$ cat src/rtl/sdram_port_arbiter_if.sv
`default_nettype none
// ============================================================================
// Module   : sdram_port_arbiter_if
// Purpose  : Bundles the requester-side and controller-side buses of the
//            SDRAM port arbiter. The "slave" modport is the arbiter's view;
//            the "master" modport is the surrounding environment (requesters
//            plus SDRAM controller wrapper).
// Revision : 1.0 - initial release
// ============================================================================
interface sdram_port_arbiter_if #(
  parameter int N_REQ  = 4,
  parameter int ADDR_W = 23,
  parameter int DATA_W = 32
);
  // Requester side
  logic [N_REQ-1:0]             req_read;
  logic [N_REQ-1:0]             req_write;
  logic [N_REQ-1:0][ADDR_W-1:0] req_addr;
  logic [N_REQ-1:0][DATA_W-1:0] req_writedata;
  logic [DATA_W-1:0]            req_readdata;
  logic [N_REQ-1:0]             req_finished;

  // Controller side
  logic                         sdram_read;
  logic                         sdram_write;
  logic [ADDR_W-1:0]            sdram_addr;
  logic [DATA_W-1:0]            sdram_writedata;
  logic [DATA_W-1:0]            sdram_readdata;
  logic                         sdram_finished;

  // Status
  logic [N_REQ-1:0]             arb_grant;
  logic                         arb_timeout;

  modport slave (
    input  req_read, req_write, req_addr, req_writedata,
    input  sdram_readdata, sdram_finished,
    output req_readdata, req_finished,
    output sdram_read, sdram_write, sdram_addr, sdram_writedata,
    output arb_grant, arb_timeout
  );

  modport master (
    output req_read, req_write, req_addr, req_writedata,
    output sdram_readdata, sdram_finished,
    input  req_readdata, req_finished,
    input  sdram_read, sdram_write, sdram_addr, sdram_writedata,
    input  arb_grant, arb_timeout
  );
endinterface
`default_nettype wire

$ cat src/rtl/sdram_port_arbiter.sv
`default_nettype none
// ============================================================================
// Module   : sdram_port_arbiter
// Purpose  : Round-robin arbiter sharing one SDRAM controller port between
//            N_REQ requesters. A grant is held until the controller reports
//            finished or the granted requester withdraws its request.
//            Optional watchdog enabled by defining SDRAM_ARB_TIMEOUT_EN.
// Revision : 1.0 - initial release
// ============================================================================
module sdram_port_arbiter #(
  parameter int N_REQ   = 4,
  parameter int ADDR_W  = 23,
  parameter int DATA_W  = 32,
  parameter int TIMEOUT = 1024
) (
  input  logic                 i_clk,
  input  logic                 i_rst_n,
  sdram_port_arbiter_if.slave  bus
);

  localparam int PTR_W = $clog2(N_REQ);

  localparam logic [0:0] ST_IDLE = 1'b0;
  localparam logic [0:0] ST_BUSY = 1'b1;

  // Reject configurations the pointer arithmetic is not sized for
  generate
    if (N_REQ < 2 || N_REQ > 8 || TIMEOUT < 2) begin : g_bad_params
      $error("sdram_port_arbiter: N_REQ must be 2..8 and TIMEOUT >= 2");
    end
  endgenerate

  logic [0:0]       state_q,  state_d;
  logic [PTR_W-1:0] rr_ptr_q, rr_ptr_d;
  logic [PTR_W-1:0] gidx_q,   gidx_d;
  logic [N_REQ-1:0] grant_q,  grant_d;

  logic [N_REQ-1:0] active;
  logic             pick_found;
  logic [PTR_W-1:0] pick_idx;
  logic [PTR_W:0]   cand;
  logic             busy;
  logic             g_read;
  logic             g_write;
  logic             g_active;
  logic [PTR_W-1:0] g_next;
  logic             tmo_hit;

  assign active   = bus.req_read | bus.req_write;
  assign busy     = (state_q == ST_BUSY);
  assign g_read   = bus.req_read[gidx_q];
  assign g_write  = bus.req_write[gidx_q];
  assign g_active = g_read | g_write;
  assign g_next   = (gidx_q == PTR_W'(N_REQ - 1)) ? '0 : gidx_q + 1'b1;

  // Find the first active requester starting at rr_ptr, wrapping mod N_REQ
  always_comb begin
    pick_found = 1'b0;
    pick_idx   = '0;
    cand       = '0;
    for (int k = 0; k < N_REQ; k++) begin
      cand = {1'b0, rr_ptr_q} + (PTR_W + 1)'(k);
      if (cand >= (PTR_W + 1)'(N_REQ)) begin
        cand = cand - (PTR_W + 1)'(N_REQ);
      end
      if (!pick_found && active[cand[PTR_W-1:0]]) begin
        pick_found = 1'b1;
        pick_idx   = cand[PTR_W-1:0];
      end
    end
  end

`ifdef SDRAM_ARB_TIMEOUT_EN
  localparam int WDOG_W = $clog2(TIMEOUT + 1);

  logic [WDOG_W-1:0] wdog_q, wdog_d;
  logic              arb_timeout_q, arb_timeout_d;

  // Watchdog: fires on the last allowed BUSY cycle unless that cycle already ends the grant
  assign tmo_hit = busy && (wdog_q == WDOG_W'(TIMEOUT - 1))
                   && !bus.sdram_finished && g_active;

  // Count BUSY cycles; restart from zero on every new grant
  always_comb begin
    wdog_d        = '0;
    arb_timeout_d = tmo_hit;
    if (busy && !tmo_hit) begin
      wdog_d = wdog_q + 1'b1;
    end
  end

  // Watchdog registers
  always_ff @(posedge i_clk) begin
    if (!i_rst_n) begin
      wdog_q        <= '0;
      arb_timeout_q <= 1'b0;
    end else begin
      wdog_q        <= wdog_d;
      arb_timeout_q <= arb_timeout_d;
    end
  end

  assign bus.arb_timeout = arb_timeout_q;
`else
  assign tmo_hit         = 1'b0;
  assign bus.arb_timeout = 1'b0;
`endif

  // Grant selection in IDLE; release on finished, withdrawal or watchdog in BUSY
  always_comb begin
    state_d  = state_q;
    rr_ptr_d = rr_ptr_q;
    gidx_d   = gidx_q;
    grant_d  = grant_q;
    case (state_q)
      ST_IDLE: begin
        if (pick_found) begin
          state_d = ST_BUSY;
          gidx_d  = pick_idx;
          grant_d = N_REQ'(1) << pick_idx;
        end
      end
      ST_BUSY: begin
        if (bus.sdram_finished || !g_active || tmo_hit) begin
          state_d  = ST_IDLE;
          grant_d  = '0;
          rr_ptr_d = g_next;
        end
      end
      default: begin
        state_d = ST_IDLE;
        grant_d = '0;
      end
    endcase
  end

  // Arbiter state registers
  always_ff @(posedge i_clk) begin
    if (!i_rst_n) begin
      state_q  <= ST_IDLE;
      rr_ptr_q <= '0;
      gidx_q   <= '0;
      grant_q  <= '0;
    end else begin
      state_q  <= state_d;
      rr_ptr_q <= rr_ptr_d;
      gidx_q   <= gidx_d;
      grant_q  <= grant_d;
    end
  end

  // Pass the granted requester's command through; read wins over write
  assign bus.sdram_read      = busy & g_read;
  assign bus.sdram_write     = busy & g_write & ~g_read;
  assign bus.sdram_addr      = busy ? bus.req_addr[gidx_q]      : '0;
  assign bus.sdram_writedata = busy ? bus.req_writedata[gidx_q] : '0;

  assign bus.req_finished    = (busy && bus.sdram_finished) ? grant_q : '0;
  assign bus.req_readdata    = bus.sdram_readdata;
  assign bus.arb_grant       = grant_q;

endmodule
`default_nettype wire

$ cat src/flat_wrapper.sv
// flat-port wrapper written by rule: the top's interface ports become plain ports
module sdram_port_arbiter_flat 
#(
  parameter int N_REQ   = 4,
  parameter int ADDR_W  = 23,
  parameter int DATA_W  = 32,
  parameter int TIMEOUT = 1024
)
  (i_clk, i_rst_n, bus_req_read, bus_req_write, bus_req_addr, bus_req_writedata, bus_sdram_readdata, bus_sdram_finished, bus_req_readdata, bus_req_finished, bus_sdram_read, bus_sdram_write, bus_sdram_addr, bus_sdram_writedata, bus_arb_grant, bus_arb_timeout);
  sdram_port_arbiter_if #(.N_REQ(N_REQ), .ADDR_W(ADDR_W), .DATA_W(DATA_W)) bus_i ();
  input  logic i_clk;
  input  logic i_rst_n;
  input wire logic [$bits(bus_i.req_read)-1:0] bus_req_read;
  input wire logic [$bits(bus_i.req_write)-1:0] bus_req_write;
  input wire logic [$bits(bus_i.req_addr)-1:0] bus_req_addr;
  input wire logic [$bits(bus_i.req_writedata)-1:0] bus_req_writedata;
  input wire logic [$bits(bus_i.sdram_readdata)-1:0] bus_sdram_readdata;
  input wire logic [$bits(bus_i.sdram_finished)-1:0] bus_sdram_finished;
  output wire logic [$bits(bus_i.req_readdata)-1:0] bus_req_readdata;
  output wire logic [$bits(bus_i.req_finished)-1:0] bus_req_finished;
  output wire logic [$bits(bus_i.sdram_read)-1:0] bus_sdram_read;
  output wire logic [$bits(bus_i.sdram_write)-1:0] bus_sdram_write;
  output wire logic [$bits(bus_i.sdram_addr)-1:0] bus_sdram_addr;
  output wire logic [$bits(bus_i.sdram_writedata)-1:0] bus_sdram_writedata;
  output wire logic [$bits(bus_i.arb_grant)-1:0] bus_arb_grant;
  output wire logic [$bits(bus_i.arb_timeout)-1:0] bus_arb_timeout;
  assign bus_i.req_read = bus_req_read;
  assign bus_i.req_write = bus_req_write;
  assign bus_i.req_addr = bus_req_addr;
  assign bus_i.req_writedata = bus_req_writedata;
  assign bus_i.sdram_readdata = bus_sdram_readdata;
  assign bus_i.sdram_finished = bus_sdram_finished;
  assign bus_req_readdata = bus_i.req_readdata;
  assign bus_req_finished = bus_i.req_finished;
  assign bus_sdram_read = bus_i.sdram_read;
  assign bus_sdram_write = bus_i.sdram_write;
  assign bus_sdram_addr = bus_i.sdram_addr;
  assign bus_sdram_writedata = bus_i.sdram_writedata;
  assign bus_arb_grant = bus_i.arb_grant;
  assign bus_arb_timeout = bus_i.arb_timeout;
  sdram_port_arbiter #(.N_REQ(N_REQ), .ADDR_W(ADDR_W), .DATA_W(DATA_W), .TIMEOUT(TIMEOUT)) u_core (.i_clk(i_clk), .i_rst_n(i_rst_n), .bus(bus_i));
endmodule
$ cat config.mk
export PLATFORM = sky130hd
export DESIGN_NAME = sdram_port_arbiter_flat
export DESIGN_NICKNAME = d
export VERILOG_FILES = /design/src/rtl/sdram_port_arbiter_if.sv /design/src/rtl/sdram_port_arbiter.sv /design/src/flat_wrapper.sv
export SDC_FILE = /design/constraint.sdc
export NUM_CORES = 1
export LEC_CHECK = 0
export BUFFER_PORTS_ARGS = -buffer_cell sky130_fd_sc_hd__buf_2
export CORE_AREA = 3 3 141 143
export DETAILED_ROUTE_END_ITERATION = 6
export DIE_AREA = 0 0 144 146
export PLACE_DENSITY = 0.5
export SYNTH_ARGS = -nofsm -noshare
export SYNTH_HDL_FRONTEND = slang
export SYNTH_SLANG_ARGS = --single-unit
$ cat constraint.sdc
create_clock -name i_clk -period 2 [get_ports i_clk]
set_input_delay 0.2 -clock i_clk [delete_from_list [all_inputs] [get_ports i_clk]]
set_output_delay 0.2 -clock i_clk [all_outputs]
set_load 0.01 [all_outputs]
==> results.json <==
{
  "finalCritPeriodShare_pct": 99.53,
  "yosys.area.top_type": "mux4_2",
  "netlist.area_leader.share_pct": 51.07,
  "swShare_pct": 31.99,
  "syn_inst": 231,
  "crit_type": "reg2out",
  "fmax_mhz": 502.4,
  "track_usage_pct": 11.04,
  "ant_nets": 0,
  "fillers": 2077,
  "fin_worst_skew_ns": 0.003815,
  "yosysSeqAreaShare_pct": 7.168,
  "gr-total-overflow": 0,
  "clock_latency_ns": 0.23,
  "io_pins": 361,
  "synth-edff-count": 0,
  "cellPowerDensity_nw_per_um2": 356.4,
  "hold_viol_final": 0,
  "fp-row-count": 50,
  "grt_max_degree": 56,
  "p_seq_share_pct": 14.3,
  "placed_cell_area_um2": 4015,
  "finalCriticalPeriod_ns": 1.991,
  "finalSetupViolCount": 0,
  "rsz0062_at_grt": "yes",
  "worstSetupEndpointType": "output port",
  "dr.pass1.iters": 4,
  "initial_utilization_pct": 13.44,
  "start_kind": "flip-flop",
  "path_max_fanout": 14,
  "internal_power_mw": 1.030,
  "ys_seq_elements": 9,
  "synth-main-ff-cell": "dfxtp_1",
  "cpMaxStageDelayCell": "mux4_2",
  "antenna_found_initial": 1,
  "avgSynthCellArea_um2": 10.88,
  "nets": 748,
  "report.final.slew_viol_count": 0,
  "critical_path.cell_chain": "bufbuf_16, mux4_2, and2_1, buf_2",
  "routedWlPerCell_um": 17.92,
  "synth_area_leaders": "mux4_2 51%, and2_1 14%, buf_4 9.9%",
  "ir_drop_mv": 0.2415,
  "power_frac_comb_pct": 62.4,
  "grt_pass1_wl_um": 18060,
  "drt-total-wl_um": 12850,
  "cpPeakStageDelay_ns": 0.50,
  "p_switching_mw": 0.4843,
  "portBuffers": 295,
  "drive_gt1_share_pct": 80.33,
  "yosys_warnings": 0,
  "clkSlewWorstSetupHoldPaths_ns": 0.04,
  "synth_area_um2": 2514,
  "cts_buffers": 3,
  "regArea_um2": 186.4,
  "synth-async-reset-ratio_pct": 0,
  "area_delta_synth_final_pct": 68.99,
  "synth_cell_types": 31,
  "post-route-cell-area_um2": 4248,
  "ys_top_cells_by_count": "57 x mux4_2, 56 x and2_1, 33 x buf_4, 9 x dfxtp_1, 8 x buf_2",
  "vias": 2992,
  "htreeDepth": 1,
  "cp.required_ns": 1.80,
  "layout_setup_ws_ns": 0.009471,
  "power_leakage_nw": 2.027,
  "dp_hpwl_um": 10700,
  "cts_sinks": 9,
  "antennaDiodeCount": 0,
  "root_buffer": "clkbuf_16",
  "synth.net_count": 495,
  "max_cap_viol_count": 0,
  "die_w_um": 144,
  "design.core.area_um2": 18710,
  "dp_worst_setup_slack_ns": 0.1845,
  "worst_hold_path_type": "in2reg",
  "gp_congestion": 0.8237,
  "dieArea_um2": 21020,
  "multi_input_area_um2": 1998,
  "synth.most_common_cell": "mux4_2",
  "clkPwrFrac_pct": 23.3,
  "drc": 0,
  "tritoncts": "yes",
  "first_global_vias": 3162,
  "drt_iter0_markers": 102,
  "die_y_um": 146,
  "viasPerCell": 4.173,
  "worstPathArrival_ns": 1.79,
  "cts_max_path_buffers": 2,
  "status": "finished clean"
}
==> metal layers <==
layer  vias to the layer above  part of all wire, %  GRT usage, %
met1                      1471                   41         13.79
li1                       1361                    -             -
met5                         -                0.054             0
met2                       146                   50         19.79
met4                         2                 0.47         1.177
met3                        12                  8.5         2.596
==> cells in the final DEF, fill, tap and decap left out, types with 2 or more instances in the layout <==
cell,instances
or2_2,2
nor2_1,7
o221ai_1,2
nor2b_1,2
nand4_1,4
mux4_2,57
dfxtp_2,2
o21ai_0,5
nand3_1,4
clkbuf_16,3
buf_6,9
and2_4,17
buf_12,3
buf_2,286
a21boi_0,3
a21oi_1,2
and2_1,39
and3_1,4
buf_16,2
dfxtp_1,6
o21ai_1,2
nand2_1,7
==> worst paths after layout <==
| check | startpoint | end | slack (ns) | depth (start not counted) |
|---|---|---|---|---|
| worst max-delay path | u_core.gidx_q[0]$_SDFFE_PN0P_ | bus_sdram_addr[16] | 0.009 | 4 |
| worst max register to register | u_core.gidx_q[0]$_SDFFE_PN0P_ | u_core.bus.arb_grant[2]$_SDFFE_PN0P_ | 0.30 | 6 |
| worst min register to register | u_core.bus.arb_grant[1]$_SDFFE_PN0P_ | u_core.bus.arb_grant[1]$_SDFFE_PN0P_ | 0.49 | 2 |
| worst min-delay path | i_rst_n | u_core.gidx_q[0]$_SDFFE_PN0P_ | 0.33 | 2 |
==> critical path: cells and delay by family, from the launching register on <==
kind	cells	cell delay (ns)
multiplexers	1	0.50
buffers and inverters	2	0.48
flip-flops	1	0.42
AND/OR/NAND/NOR	1	0.16
==> kinds of logic after synthesis <==
family | Yosys count | synth area share, %
AOI/OAI and AO/OA | 19 | 5.326
buffers and inverters | 55 | 15.03
muxes | 57 | 51.07
adders and majority gates | 1 | 0.4977
DFF | 9 | 7.168
other | 1 | 0.1492
and+or+nand+nor | 89 | 20.76
==> metrics by stage <==
step	setup TNS, ns	cells	power, mW	utilization (%)	hold slack (ns)
after floorplan	0	231	0.7589	-	0.3392
after global placement	0	711	1.102	21.46	0.4001
after detailed placement	0	711	1.105	21.46	0.4001
after CTS	-0.1502	717	1.495	22.21	0.3253
after global routing	-0.9072	717	1.620	22.71	0.3335
final	0	717	1.514	22.71	0.3332
==> final cells by class <==
| type | instances | area share [%] |
|---|---|---|
| multi-input combinational | 167 | 47.04 |
| clock buffer | 4 | 1.856 |
| sequential | 9 | 4.389 |
| timing repair buffer | 302 | 39.73 |
| inverter | 1 | 0.08837 |
| tap | 234 | 6.893 |
==> power groups by stage <==
stage	Sequential, mW	Combinational, mW	Clock (mW)
2_1_floorplan	0.207	0.552	0
3_3_place_gp	0.217	0.885	0
3_5_place_dp	0.218	0.887	0
4_1_cts	0.216	0.920	0.358
5_1_grt	0.219	1.03	0.372
6_report	0.216	0.945	0.353
==> sequential cells by signal, indices dropped and copies added, names as in the netlist <==
signal,cells
u_core.bus.arb_grant,4
u_core.gidx_q,2
u_core.rr_ptr_q,2
u_core.busy,1
==> timing repair <==
item | in CTS | in global routing
hold buffers | 0 | 0
resized for setup | 4 | 26
setup endpoints to repair | 1 | 34
setup buffers | 1 | 0
cloned | 1 | 0
Note: power is estimated with default switching activity, not from simulation.
